[src/rtl/tmr_multi_ctrl.sv]
// N-channel timer controller: per-channel compare-match counters, TMO waveform, clear-source
// selection with synchronised TMRI, sticky flags, interrupts, ADC trigger and pair cascading.
module tmr_multi_ctrl #(
  parameter int unsigned NUM_CH      = 4,
  parameter int unsigned CNT_W       = 8,
  parameter int unsigned SYNC_STAGES = 2
) (
  input  logic                    i_clk,
  input  logic                    i_rst,
  input  logic [NUM_CH-1:0]       i_cnt_en,
  input  logic [NUM_CH*CNT_W-1:0] i_tcora,
  input  logic [NUM_CH*CNT_W-1:0] i_tcorb,
  input  logic [NUM_CH*3-1:0]     i_cclr,
  input  logic [NUM_CH*2-1:0]     i_os_a,
  input  logic [NUM_CH*2-1:0]     i_os_b,
  input  logic [NUM_CH/2-1:0]     i_cascade,
  input  logic [NUM_CH-1:0]       i_tmri,
  input  logic [NUM_CH-1:0]       i_ie_cma,
  input  logic [NUM_CH-1:0]       i_ie_cmb,
  input  logic [NUM_CH-1:0]       i_ie_ovf,
  input  logic [NUM_CH-1:0]       i_flag_clr_cma,
  input  logic [NUM_CH-1:0]       i_flag_clr_cmb,
  input  logic [NUM_CH-1:0]       i_flag_clr_ovf,
  input  logic                    i_adte,
  output logic [NUM_CH*CNT_W-1:0] o_tcnt,
  output logic [NUM_CH-1:0]       o_tmo,
  output logic [NUM_CH-1:0]       o_cmf_a,
  output logic [NUM_CH-1:0]       o_cmf_b,
  output logic [NUM_CH-1:0]       o_ovf,
  output logic [NUM_CH-1:0]       o_cmi_a,
  output logic [NUM_CH-1:0]       o_cmi_b,
  output logic [NUM_CH-1:0]       o_ovi,
  output logic                    o_adc_trig
);

  localparam int unsigned NUM_PAIR = NUM_CH / 2;

  logic [CNT_W-1:0]       cnt_q [NUM_CH];
  logic [CNT_W-1:0]       cnt_d [NUM_CH];
  logic [SYNC_STAGES-1:0] sync_q [NUM_CH];
  logic [NUM_CH-1:0]      dly_q;
  logic [NUM_CH-1:0]      tmo_q, tmo_d, cmf_a_q, cmf_a_d, cmf_b_q, cmf_b_d, ovf_q, ovf_d;
  logic                   adc_q, adc_d;

  logic [NUM_CH-1:0]      tick, ev_a, ev_b, ev_ovf, clr, lvl, lvl_dly;
  logic [2:0]             sel [NUM_CH];

  function automatic logic clr_hit(input logic [2:0] s, input logic ea, input logic eb,
                                   input logic l, input logic ld);
    case (s)
      3'd1:    clr_hit = ea;
      3'd2:    clr_hit = eb;
      3'd3:    clr_hit = l & ~ld;
      3'd4:    clr_hit = ~l & ld;
      3'd5:    clr_hit = l ^ ld;
      3'd6:    clr_hit = l;
      3'd7:    clr_hit = ~l;
      default: clr_hit = 1'b0;
    endcase
  endfunction

  function automatic logic tmo_apply(input logic cur, input logic [1:0] os);
    case (os)
      2'd1:    tmo_apply = 1'b0;
      2'd2:    tmo_apply = 1'b1;
      2'd3:    tmo_apply = ~cur;
      default: tmo_apply = cur;
    endcase
  endfunction

  // Tick, match and clear-source routing; a cascaded pair uses the high channel's clear and TMRI.
  always_comb begin
    tick    = '0;
    ev_a    = '0;
    ev_b    = '0;
    lvl     = '0;
    lvl_dly = '0;
    for (int c = 0; c < NUM_CH; c++) sel[c] = 3'd0;
    for (int k = 0; k < NUM_PAIR; k++) begin
      if (i_cascade[k]) begin
        tick[2*k]   = i_cnt_en[2*k];
        tick[2*k+1] = i_cnt_en[2*k] & (cnt_q[2*k] == '1);
        ev_a[2*k]   = i_cnt_en[2*k] &
                      ({cnt_q[2*k+1], cnt_q[2*k]} == i_tcora[2*k*CNT_W +: 2*CNT_W]);
        ev_b[2*k]   = i_cnt_en[2*k] &
                      ({cnt_q[2*k+1], cnt_q[2*k]} == i_tcorb[2*k*CNT_W +: 2*CNT_W]);
        ev_a[2*k+1] = ev_a[2*k];
        ev_b[2*k+1] = ev_b[2*k];
        for (int j = 0; j < 2; j++) begin
          sel[2*k+j]     = i_cclr[(2*k+1)*3 +: 3];
          lvl[2*k+j]     = sync_q[2*k+1][SYNC_STAGES-1];
          lvl_dly[2*k+j] = dly_q[2*k+1];
        end
      end else begin
        for (int j = 0; j < 2; j++) begin
          tick[2*k+j]    = i_cnt_en[2*k+j];
          ev_a[2*k+j]    = i_cnt_en[2*k+j] & (cnt_q[2*k+j] == i_tcora[(2*k+j)*CNT_W +: CNT_W]);
          ev_b[2*k+j]    = i_cnt_en[2*k+j] & (cnt_q[2*k+j] == i_tcorb[(2*k+j)*CNT_W +: CNT_W]);
          sel[2*k+j]     = i_cclr[(2*k+j)*3 +: 3];
          lvl[2*k+j]     = sync_q[2*k+j][SYNC_STAGES-1];
          lvl_dly[2*k+j] = dly_q[2*k+j];
        end
      end
    end
  end

  // Counter next state and overflow; any clear beats the increment and suppresses overflow.
  always_comb begin
    clr    = '0;
    ev_ovf = '0;
    for (int c = 0; c < NUM_CH; c++) begin
      clr[c]    = clr_hit(sel[c], ev_a[c], ev_b[c], lvl[c], lvl_dly[c]);
      ev_ovf[c] = tick[c] & (cnt_q[c] == '1) & ~clr[c];
      if (clr[c])       cnt_d[c] = '0;
      else if (tick[c]) cnt_d[c] = cnt_q[c] + CNT_W'(1);
      else              cnt_d[c] = cnt_q[c];
    end
  end

  // TMO action select (B wins on a double match unless B holds), sticky flags, ADC pulse.
  always_comb begin
    logic [1:0] act;
    act     = 2'd0;
    tmo_d   = tmo_q;
    cmf_a_d = cmf_a_q;
    cmf_b_d = cmf_b_q;
    ovf_d   = ovf_q;
    for (int c = 0; c < NUM_CH; c++) begin
      if (ev_a[c] && ev_b[c]) act = (i_os_b[c*2 +: 2] != 2'd0) ? i_os_b[c*2 +: 2] : i_os_a[c*2 +: 2];
      else if (ev_a[c])       act = i_os_a[c*2 +: 2];
      else if (ev_b[c])       act = i_os_b[c*2 +: 2];
      else                    act = 2'd0;
      tmo_d[c]   = tmo_apply(tmo_q[c], act);
      cmf_a_d[c] = ev_a[c] | (cmf_a_q[c] & ~i_flag_clr_cma[c]);
      cmf_b_d[c] = ev_b[c] | (cmf_b_q[c] & ~i_flag_clr_cmb[c]);
      ovf_d[c]   = ev_ovf[c] | (ovf_q[c] & ~i_flag_clr_ovf[c]);
    end
    adc_d = ev_a[0] & i_adte;
  end

  always_ff @(posedge i_clk or posedge i_rst) begin
    if (i_rst) begin
      for (int c = 0; c < NUM_CH; c++) begin
        cnt_q[c]  <= '0;
        sync_q[c] <= '0;
      end
      dly_q   <= '0;
      tmo_q   <= '0;
      cmf_a_q <= '0;
      cmf_b_q <= '0;
      ovf_q   <= '0;
      adc_q   <= 1'b0;
    end else begin
      for (int c = 0; c < NUM_CH; c++) begin
        cnt_q[c]  <= cnt_d[c];
        sync_q[c] <= {sync_q[c][SYNC_STAGES-2:0], i_tmri[c]};
        dly_q[c]  <= sync_q[c][SYNC_STAGES-1];
      end
      tmo_q   <= tmo_d;
      cmf_a_q <= cmf_a_d;
      cmf_b_q <= cmf_b_d;
      ovf_q   <= ovf_d;
      adc_q   <= adc_d;
    end
  end

  always_comb begin
    o_tcnt = '0;
    for (int c = 0; c < NUM_CH; c++) o_tcnt[c*CNT_W +: CNT_W] = cnt_q[c];
  end

  assign o_tmo      = tmo_q;
  assign o_cmf_a    = cmf_a_q;
  assign o_cmf_b    = cmf_b_q;
  assign o_ovf      = ovf_q;
  assign o_cmi_a    = cmf_a_q & i_ie_cma;
  assign o_cmi_b    = cmf_b_q & i_ie_cmb;
  assign o_ovi      = ovf_q & i_ie_ovf;
  assign o_adc_trig = adc_q;

endmodule

[config.mk]
export PLATFORM = sky130hd
export DESIGN_NAME = tmr_multi_ctrl
export DESIGN_NICKNAME = d
export VERILOG_FILES = /design/src/rtl/tmr_multi_ctrl.sv
export SDC_FILE = /design/constraint.sdc
export NUM_CORES = 1
export LEC_CHECK = 0
export BUFFER_PORTS_ARGS = -buffer_cell sky130_fd_sc_hd__clkbuf_2
export CELL_PAD_IN_SITES_DETAIL_PLACEMENT = 1
export CELL_PAD_IN_SITES_GLOBAL_PLACEMENT = 2
export CORE_AREA = 5 5 164 119
export DETAILED_ROUTE_END_ITERATION = 8
export DIE_AREA = 0 0 169 124
export PLACE_DENSITY = 0.81
export SLEW_MARGIN = 15
export SYNTH_ARGS = -nofsm -noshare
export SYNTH_HDL_FRONTEND = slang
export SYNTH_SLANG_ARGS = --single-unit
[constraint.sdc]
create_clock -name i_clk -period 2.1 [get_ports i_clk]
set_input_delay 0.315 -clock i_clk [delete_from_list [all_inputs] [get_ports i_clk]]
set_output_delay 0.315 -clock i_clk [all_outputs]
set_load 0.01 [all_outputs]
; ---- Word level (Yosys, flattened, before mapping)
; Index checks and enable logic that the tools add are counted.
[op_classes]
n_lt_le_gt_ge = 0
n_eq_ne = 56
multipliers = 0
n_mux = 44
div_mod_pow = 0
n_reduce_logical = 16
n_shift = 0
bitwise_logic = 90
add_sub_neg = 4
[ops]
columns = cell, count
row1 = $eq A16 B16 Y1, 4
row2 = $eq A8 B8 Y1, 8
row3 = $mux W8, 8
row4 = $eq A3 B3 Y1 const B, 16
row5 = $mux W2, 22
row6 = $and A1 B1 Y1, 43
row7 = $add A8 B1 Y8 const B, 4
row8 = $eq A8 B8 Y1 const B, 4
row9 = $not A1 Y1, 28
row10 = $pmux W1 S7, 4
row11 = $eq A3 B2 Y1 const B, 8
row12 = $eq A2 B2 Y1 const B, 8
row13 = $reduce_bool A2 Y1, 8
row14 = $and A4 B4 Y4, 3
row15 = $eq A3 B1 Y1 const B, 4
row16 = $mux W6, 2
row17 = $or A1 B1 Y1, 12
row18 = $pmux W1 S3, 4
row19 = $reduce_bool A3 Y1, 4
row20 = $eq A2 B1 Y1 const B, 4
row21 = $logic_and A1 B1 Y1, 4
row22 = $mux W1, 4
row23 = $xor A1 B1 Y1, 4
[totals]
memories = 0
elab_cells = 227
input_bits = 129
ff_bits = 61
mem_bits_rw = 0
latch_bits = 0
rom_bits = 0
output_inout_bits = 61

; ---- Logic depth before layout (Yosys ltp)
; Gate-level depths: netlist of run 1.
[depth]
depth_word = 8
ltp_mapped = 9
mapped_depth_nobuf = 8

; ---- Worst setup path before layout of run 1
; OpenSTA, ideal clock, no wires.
[synth_path]
path_type = in2reg
startpoint = in i_cascade[0]
endpoint = reg ovf_q[0] (netlist: o_ovf[0])
n_path_buf = 1
required_ns = 1.954
path_stages = 8
t_arrival_ns = 1.899
path_slack_ns = 0.055
cell_sequence = buf_2 mux2i_1 ha_1 or2_1 a211oi_1 a31oi_1 o21ai_1 o22ai_1
[synth_between]
elab_chain_len = 7
word_cells_on_any_way = 21
[synth_lines]
columns = item, line_no
row1 = from (decl), 16  ; input logic [NUM_CH/2-1:0] i_cascade,
row2 = $mux W1, 80  ; if (i_cascade[k]) begin
row3 = $not A1 Y1 (on tied branches), "54, 57, 53"
row4 = $and A1 B1 Y1 (on tied branches), "54, 53"
row5 = $pmux W1 S7 *, 50  ; case (s)
row6 = $not A1 Y1 *, 113  ; ev_ovf[c] = tick[c] & (cnt_q[c] == '1) & ~clr[c];
row7 = $and A1 B1 Y1 *, 113
row8 = $or A1 B1 Y1 *, 136  ; ovf_d[c] = ev_ovf[c] | (ovf_q[c] & ~i_flag_clr_ovf[c]);
row9 = named net ovf_d[0], 42  ; logic [NUM_CH-1:0] tmo_q, tmo_d, cmf_a_q, cmf_a_d, cmf_b_q, cmf_b_d, ovf_q, ovf_d;
row10 = to (signal assigned), 162  ; ovf_q <= ovf_d;
row11 = to (decl), 42
; Mark *: on every way through the listed nets, which the timed path passes. The rest lies on a longest branch.
; A chain may end at the register's enable or synchronous reset.

; ---- Final worst setup path of run 1
[layout_path]
startpoint = reg cnt_q, in the netlist o_tcnt[20]
endpoint = reg cnt_q, in the netlist o_tcnt[22]
[layout_between]
elab_chain_len = 5
word_cells_on_any_way = 15
[layout_lines]
columns = item, line_no
row1 = from (decl), 38  ; logic [CNT_W-1:0] cnt_q [NUM_CH];
row2 = "from (signal, indexed assignment)", 155  ; cnt_q[c] <= cnt_d[c];
row3 = "$eq A16 B16 Y1, or another cell as far along", 86  ; ({cnt_q[2*k+1], cnt_q[2*k]} == i_tcorb[2*k*CNT_W +: 2*CNT_W]);
row4 = $and A1 B1 Y1 (on tied branches), --
row5 = $mux W2, 80
row6 = $pmux W1 S7, 50
row7 = $mux W8 / $reduce_bool A2 Y1 (equally long branches), --
; Parallel ways exist; a longest one is shown, timed or not. The select of a mux whose other input is x is not followed.

==> flow_summary.ini, run 1 <==
[run_status]
status = finished, final reports clean

[timing]
fin_crit_sh_pct = 97.57
rsz0062_at_grt = true
fmax_ghz = 0.4881
max_slew.worst_pin.slew_ns = 0.7103
setup_viol = 0
hold_ws_ns = 0.07717
final_hold_viol_count = 0
min_period_ns = 2.049
fin_skew_ns = 0.008407
finalMaxSlewViolations = 0
max_slew_margin_pct = 52.58
fin_tns_setup_ns = 0

[placed_design]
dpl_cell_area_sq_um = 5644
gp_congestion = 0.8614
io_buffers = 189
place_hpwl_microns = 12480

[global_routing]
grt_max_degree = 32
grt_pass1_vias = 4541
track_usage_pct = 14.23
overflow = 0
grt_first_pass_wirelength_microns = 23610
antenna_found_initial = 0

[detailed_routing]
drt-vias-per-instance = 4.482
top_layer = met4
totalWireLength_microns = 15000
ant_nets = 0
drt-met1-wl_microns = 6742
wl_per_cell_microns = 16.33
drt_iter0_markers = 144
drt-pass1-iter-count = 4
met2_length_microns = 7339
vias = 4119
met3WireLength_microns = 781
drc = 0

[logic_synthesis]
synth_cells = 451
synth_edf_count = 0
seq_area_frac_synth_pct = 36.61
ys_ff_latch = 61
synth-warning-count = 0
syn_avg_cell_area_sq_um = 9.244
syn-num-nets = 592
ys_types = 56
synthesis.area_sq_um = 4169
synth-main-ff-cell = dfrtp_1
synth-async-reset-ratio_pct = 100.0

[clock_network]
holdBufCountCts = 0
cts_tree = built
clock_latency_ns = 0.33
clockBufferDepth = 2
htreeDepth = 3
clk_pin_slew_ns = 0.05
cts_buffers = 9
cts-root-buf = clkbuf_16
cts_sinks = 61

[min_path]
hp-class = input port to asynchronous set/reset pin

[flow_run]
cap_violations = 0

[cells_and_area]
num_antenna_cells = 0
nNetsFinal = 820
layout_common_cells = clkbuf_2, xnor2_1, dfrtp_1, nor2_1, buf_4
final_core_util_pct = 33.90
final_design_area_no_fill_sq_um = 6000
area_delta_synth_final_pct = 43.91
drive_above_1_share_pct = 40.12
final_common_cell = clkbuf_2

[die]
dieArea_sq_um = 20960
dieWidth_microns = 169
core-area_sq_um = 17700
ioPinCount = 190
row_count = 41
initial_utilization_pct = 23.56
die_h_microns = 124

[critical_path]
cp_slowest_cell = a2111o_1
worstReg2RegEnd = o_tcnt[22]
reg2reg_depth = 6
cp_cell_sequence = xor2_2, nor4_4, nand3_2, a2111o_1, a22oi_2, nor2_1
arrival_ns = 2.26
cp_data_required_time_ns = 2.31
reg2reg_setup_slack_ns = 0.05
max_stage_delay_ns = 0.48
critPathMaxFanout = 4
timing.rr.start = o_tcnt[20]
end_kind = register
crit_type = register to register
startpoint_type = register

[power_and_ir_drop]
power_density_nw_per_um2 = 646.9
max-vdd-ir-drop_uv = 371.5
p_leak_nw = 2.962
## critical path, delay by kind of cell, from the launching register on
family | cells | cell delay, ns
AO/OA/AOI/OAI | 2 | 0.81
AND/OR/NAND/NOR | 3 | 0.51
flip-flops | 1 | 0.42
XOR/XNOR | 1 | 0.17
## layout make-up
cell class	instances	area, sq um
multi-input cells	337	2461
inverters	35	131.4
well taps	236	295.3
clock buffers	14	274.0
clock inverters	1	5.005
flip-flops and latches	61	1529
repair buffers	235	1304
fillers	2144	11700
## synthesized netlist by cell type, drive strengths merged, types with 4 or more instances
library cell	n	area [sq um]
xor2	24	217.7
xnor2	70	628.1
nand4	20	125.1
a211oi	4	30.03
nand2b	7	43.79
ha	12	150.1
clkbuf	10	37.54
o21ai	17	85.08
a21oi	8	40.04
o22ai	5	37.53
nand2	24	90.09
a21o	4	30.03
and3	5	31.28
buf	9	63.81
mux2i	15	150.1
dfrtp	61	1526
nand3	15	80.08
nor2	50	187.7
nor3	4	20.02
and2	14	87.58
inv	35	131.4
## metal layers
metal / vias up / track usage (%)
met1: 2019 / 18.01
met2: 103 / 24.53
met5: - / 0
met3: 10 / 3.775
li1: 1987 / -
met4: 0 / 3.268
## how the worst max path moves through the flow
stage / startpoint / cells after the start / slack, ns / end
3_5_place_dp: i_tcorb[26] / 7 / -0.04 / o_tcnt[18]
2_1_floorplan: i_cascade[0] / 8 / 0.05 / o_ovf[0]
6_report: o_tcnt[20] / 6 / 0.05 / o_tcnt[22]
5_1_grt: o_tcnt[20] / 6 / -0.006 / o_tcnt[16]
4_1_cts: o_tcnt[26] / 6 / 0.006 / o_tcnt[22]
3_3_place_gp: i_tcorb[30] / 7 / 0.03 / o_ovf[2]
## cell families (layout without fill, tap and decap cells)
| kind of cell | Yosys count | count (layout) | share of synthesized area, % |
|---|---|---|---|
| compound gates | 61 | 62 | 11.19 |
| xor+xnor | 94 | 94 | 20.29 |
| fa+ha+maj | 12 | 12 | 3.601 |
| buf+inv | 54 | 285 | 5.582 |
| flops | 61 | 61 | 36.61 |
| mux | 18 | 18 | 4.412 |
| simple gates | 151 | 151 | 18.31 |
## per-stage QoR
step | total power [W] | worst slack, ns | std cells
floorplan | 0.001985 | 0.05452 | 451
global placement | 0.002409 | 0.02841 | 900
detailed placement | 0.002463 | -0.03724 | 900
CTS | 0.003917 | 0.006051 | 916
global route | 0.004110 | -0.006172 | 919
finish | 0.003881 | 0.05112 | 919
## registers in the layout, indices dropped and copies added, names as in the netlist
name	flops
dly_q	4
o_tcnt	32
o_cmf_b	4
o_cmf_a	4
o_ovf	4
sync_q	8
o_tmo	4
o_adc_trig	1
## power by group
group | switching [W] | internal (W)
Sequential | 0.000163 | 0.00128
Clock | 0.000514 | 0.000887
Combinational | 0.000524 | 0.000516
## what timing repair did
item,4_1_cts,5_1_grt
setup endpoints to repair,9,31
setup buffers,0,3
pin swaps,1,8
gates cloned,1,0
resized for setup,0,11
hold endpoints to repair,0,0
Note: power is estimated with default switching activity, not from simulation.
==> run 2, diff against run 1 <==
--- a/config.mk
+++ b/config.mk
@@ -5,12 +5,12 @@
 export SDC_FILE = /design/constraint.sdc
 export NUM_CORES = 1
 export LEC_CHECK = 0
-export BUFFER_PORTS_ARGS = -buffer_cell sky130_fd_sc_hd__clkbuf_2
 export CELL_PAD_IN_SITES_DETAIL_PLACEMENT = 1
 export CELL_PAD_IN_SITES_GLOBAL_PLACEMENT = 2
-export CORE_AREA = 5 5 164 119
+export CORE_AREA = 5 5 141 103
 export DETAILED_ROUTE_END_ITERATION = 8
-export DIE_AREA = 0 0 169 124
+export DIE_AREA = 0 0 146 108
+export DONT_BUFFER_PORTS = 1
 export PLACE_DENSITY = 0.81
 export SLEW_MARGIN = 15
 export SYNTH_ARGS = -nofsm -noshare
==> flow_summary.ini, run 2 (synthesized netlist as in run 1, its figures left out) <==
[critical_path]
critical_path_depth = 6
end_kind = register
max_stage_delay_ns = 0.48
startpoint_type = register
cp_cell_sequence = xor2_2, nor4_4, nand3_2, a2111o_1, a22oi_4, o22ai_2
cp_num_buf_inv = 0
critPathTopFamily = compound AO/OA/AOI/OAI gates
worstReg2RegEnd = o_ovf[2]
critPathMaxFanout = 5
cp_slowest_cell = a2111o_1
arrival_ns = 2.29
timing.rr.start = o_tcnt[19]
crit_type = register to register
crit_path_end = o_ovf[2]
reg2reg_depth = 6
crit_start = o_tcnt[19]
reg2reg_setup_slack_ns = -0.007
cp_data_required_time_ns = 2.29

[timing]
fmax_ghz = 0.4747
rsz0062_at_grt = true
fin_skew_ns = 0.007258
setup_viol = 1
max_slew_margin_pct = 62.11
final_hold_viol_count = 0
min_period_ns = 2.107
hold_ws_ns = 0.07166
fin_crit_sh_pct = 100.3
max_slew.worst_pin.slew_ns = 0.5675
finalMaxSlewViolations = 0
final_critical_path_setup_slack_ns = -0.006720

[global_routing]
antenna_found_initial = 0
grt_max_degree = 41
grt_first_pass_wirelength_microns = 20360
overflow = 0
grt_pass1_vias = 3674
track_usage_pct = 16.32

[die]
ioPinCount = 190
core-area_sq_um = 12920
die_h_microns = 108
row_count = 35
dieWidth_microns = 146
initial_utilization_pct = 32.27
dieArea_sq_um = 15770

[power_and_ir_drop]
clkPwrFrac_pct = 39.3
p_comb_share_pct = 21.9
power_density_nw_per_um2 = 726.4
power.internal_w = 0.002615
switching_share_pct = 29.80
max-vdd-ir-drop_uv = 420.0
p_leak_nw = 2.231
design_power_total_w = 0.003726
p_switching_w = 0.001110
p_seq_share_pct = 38.8

[placed_design]
io_buffers = 0
place_hpwl_microns = 10800
place_inst = 642
dpl_cell_area_sq_um = 4618
gp_congestion = 0.7962

[cells_and_area]
nNetsFinal = 645
drive_above_1_share_pct = 19.65
num_antenna_cells = 0
final_common_cell = xnor2_1
largest_reg_flops = 32
fillCellCount = 1488
fin_cells = 675
area_delta_synth_final_pct = 23.02
final_design_area_no_fill_sq_um = 5129
layout_common_cells = xnor2_1, dfrtp_1, buf_4, nor2_1, inv_1

[clock_network]
clk_pin_slew_ns = 0.06
clock_latency_ns = 0.32
cts-root-buf = clkbuf_16
htreeDepth = 3
cts_buffers = 9
clockBufferDepth = 2
cts_sinks = 61
cts_tree = built

[min_path]
hp-class = input port to register

[detailed_routing]
wl_per_cell_microns = 19.81
totalWireLength_microns = 13370
ant_nets = 0
vias = 3507
drt-pass1-iter-count = 4
drc = 0
drt-vias-per-instance = 5.196
drt_iter0_markers = 189

[run_status]
status = finished with violations
failed_checks = negative setup slack

[flow_run]
cap_violations = 0
## run 2: stage by stage
| step | util, % | setup WS [ns] | TNS [ns] |
|---|---|---|---|
| after floorplan | - | 0.05452 | 0 |
| after global placement | 35.75 | 0.03077 | 0 |
| after global routing | 39.70 | -0.05676 | -0.3410 |
| after detailed placement | 35.75 | -0.05606 | -0.4407 |
| after CTS | 38.56 | 0.01567 | 0 |
| final | 39.70 | -0.006720 | -0.006720 |
## run 2: power groups by stage
stage,Clock (W),Sequential [W],Combinational (W)
3_3_place_gp,0,0.00145,0.000755
4_1_cts,0.00153,0.00144,0.000806
5_1_grt,0.00158,0.00146,0.000911
3_5_place_dp,0,0.00146,0.000786
2_1_floorplan,0,0.00145,0.000530
6_report,0.00147,0.00144,0.000816
## run 2: worst reg2reg max path, delay by kind of cell, from the launching register on
| kind | cells | cell delay, ns |
|---|---|---|
| compound gates | 3 | 0.91 |
| flops | 1 | 0.41 |
| simple gates | 2 | 0.47 |
| xor+xnor | 1 | 0.19 |
## run 2: how the worst min path moves through the flow
stage / startpoint / endpoint / slack (ns) / depth (start not counted)
after floorplan: sync_q[0] / sync_q[1] / 0.33 / 0
after global placement: i_rst / o_tcnt[29] / 0.27 / 1
after detailed placement: i_rst / o_tcnt[30] / 0.28 / 1
after CTS: i_tmri[2] / sync_q[2] / 0.005 / 0
after global routing: i_flag_clr_cmb[2] / o_cmf_b[2] / 0.06 / 1
final: i_flag_clr_cmb[2] / o_cmf_b[2] / 0.07 / 1
## run 2: area by class of cell
class	instances	area, sq um	area share (%)
clock inverters	4	47.55	0.9271
clock buffers	12	246.5	4.806
multi-input cells	337	2480	48.35
repair buffers	60	483.0	9.417
flip-flops and latches	61	1533	29.89
well taps	166	207.7	4.050
inverters	35	131.4	2.562
## run 2: layer usage
metal  GRT usage, %  vias up  wire [microns]
met5              0        -               0
met4          4.094        0             140
met3          6.200       12             919
met2          26.40      121            6442
met1          20.79     1742            5867
li1               -     1632               -
## run 2: timing repair
item                                    CTS  global route
hold buffers                              3             2
pin swaps                                 4            20
resized for setup                         3            18
gates cloned                              1             1
endpoints found under the setup margin   18            38
endpoints found under the hold margin    23             2
buffers inserted                          2             8
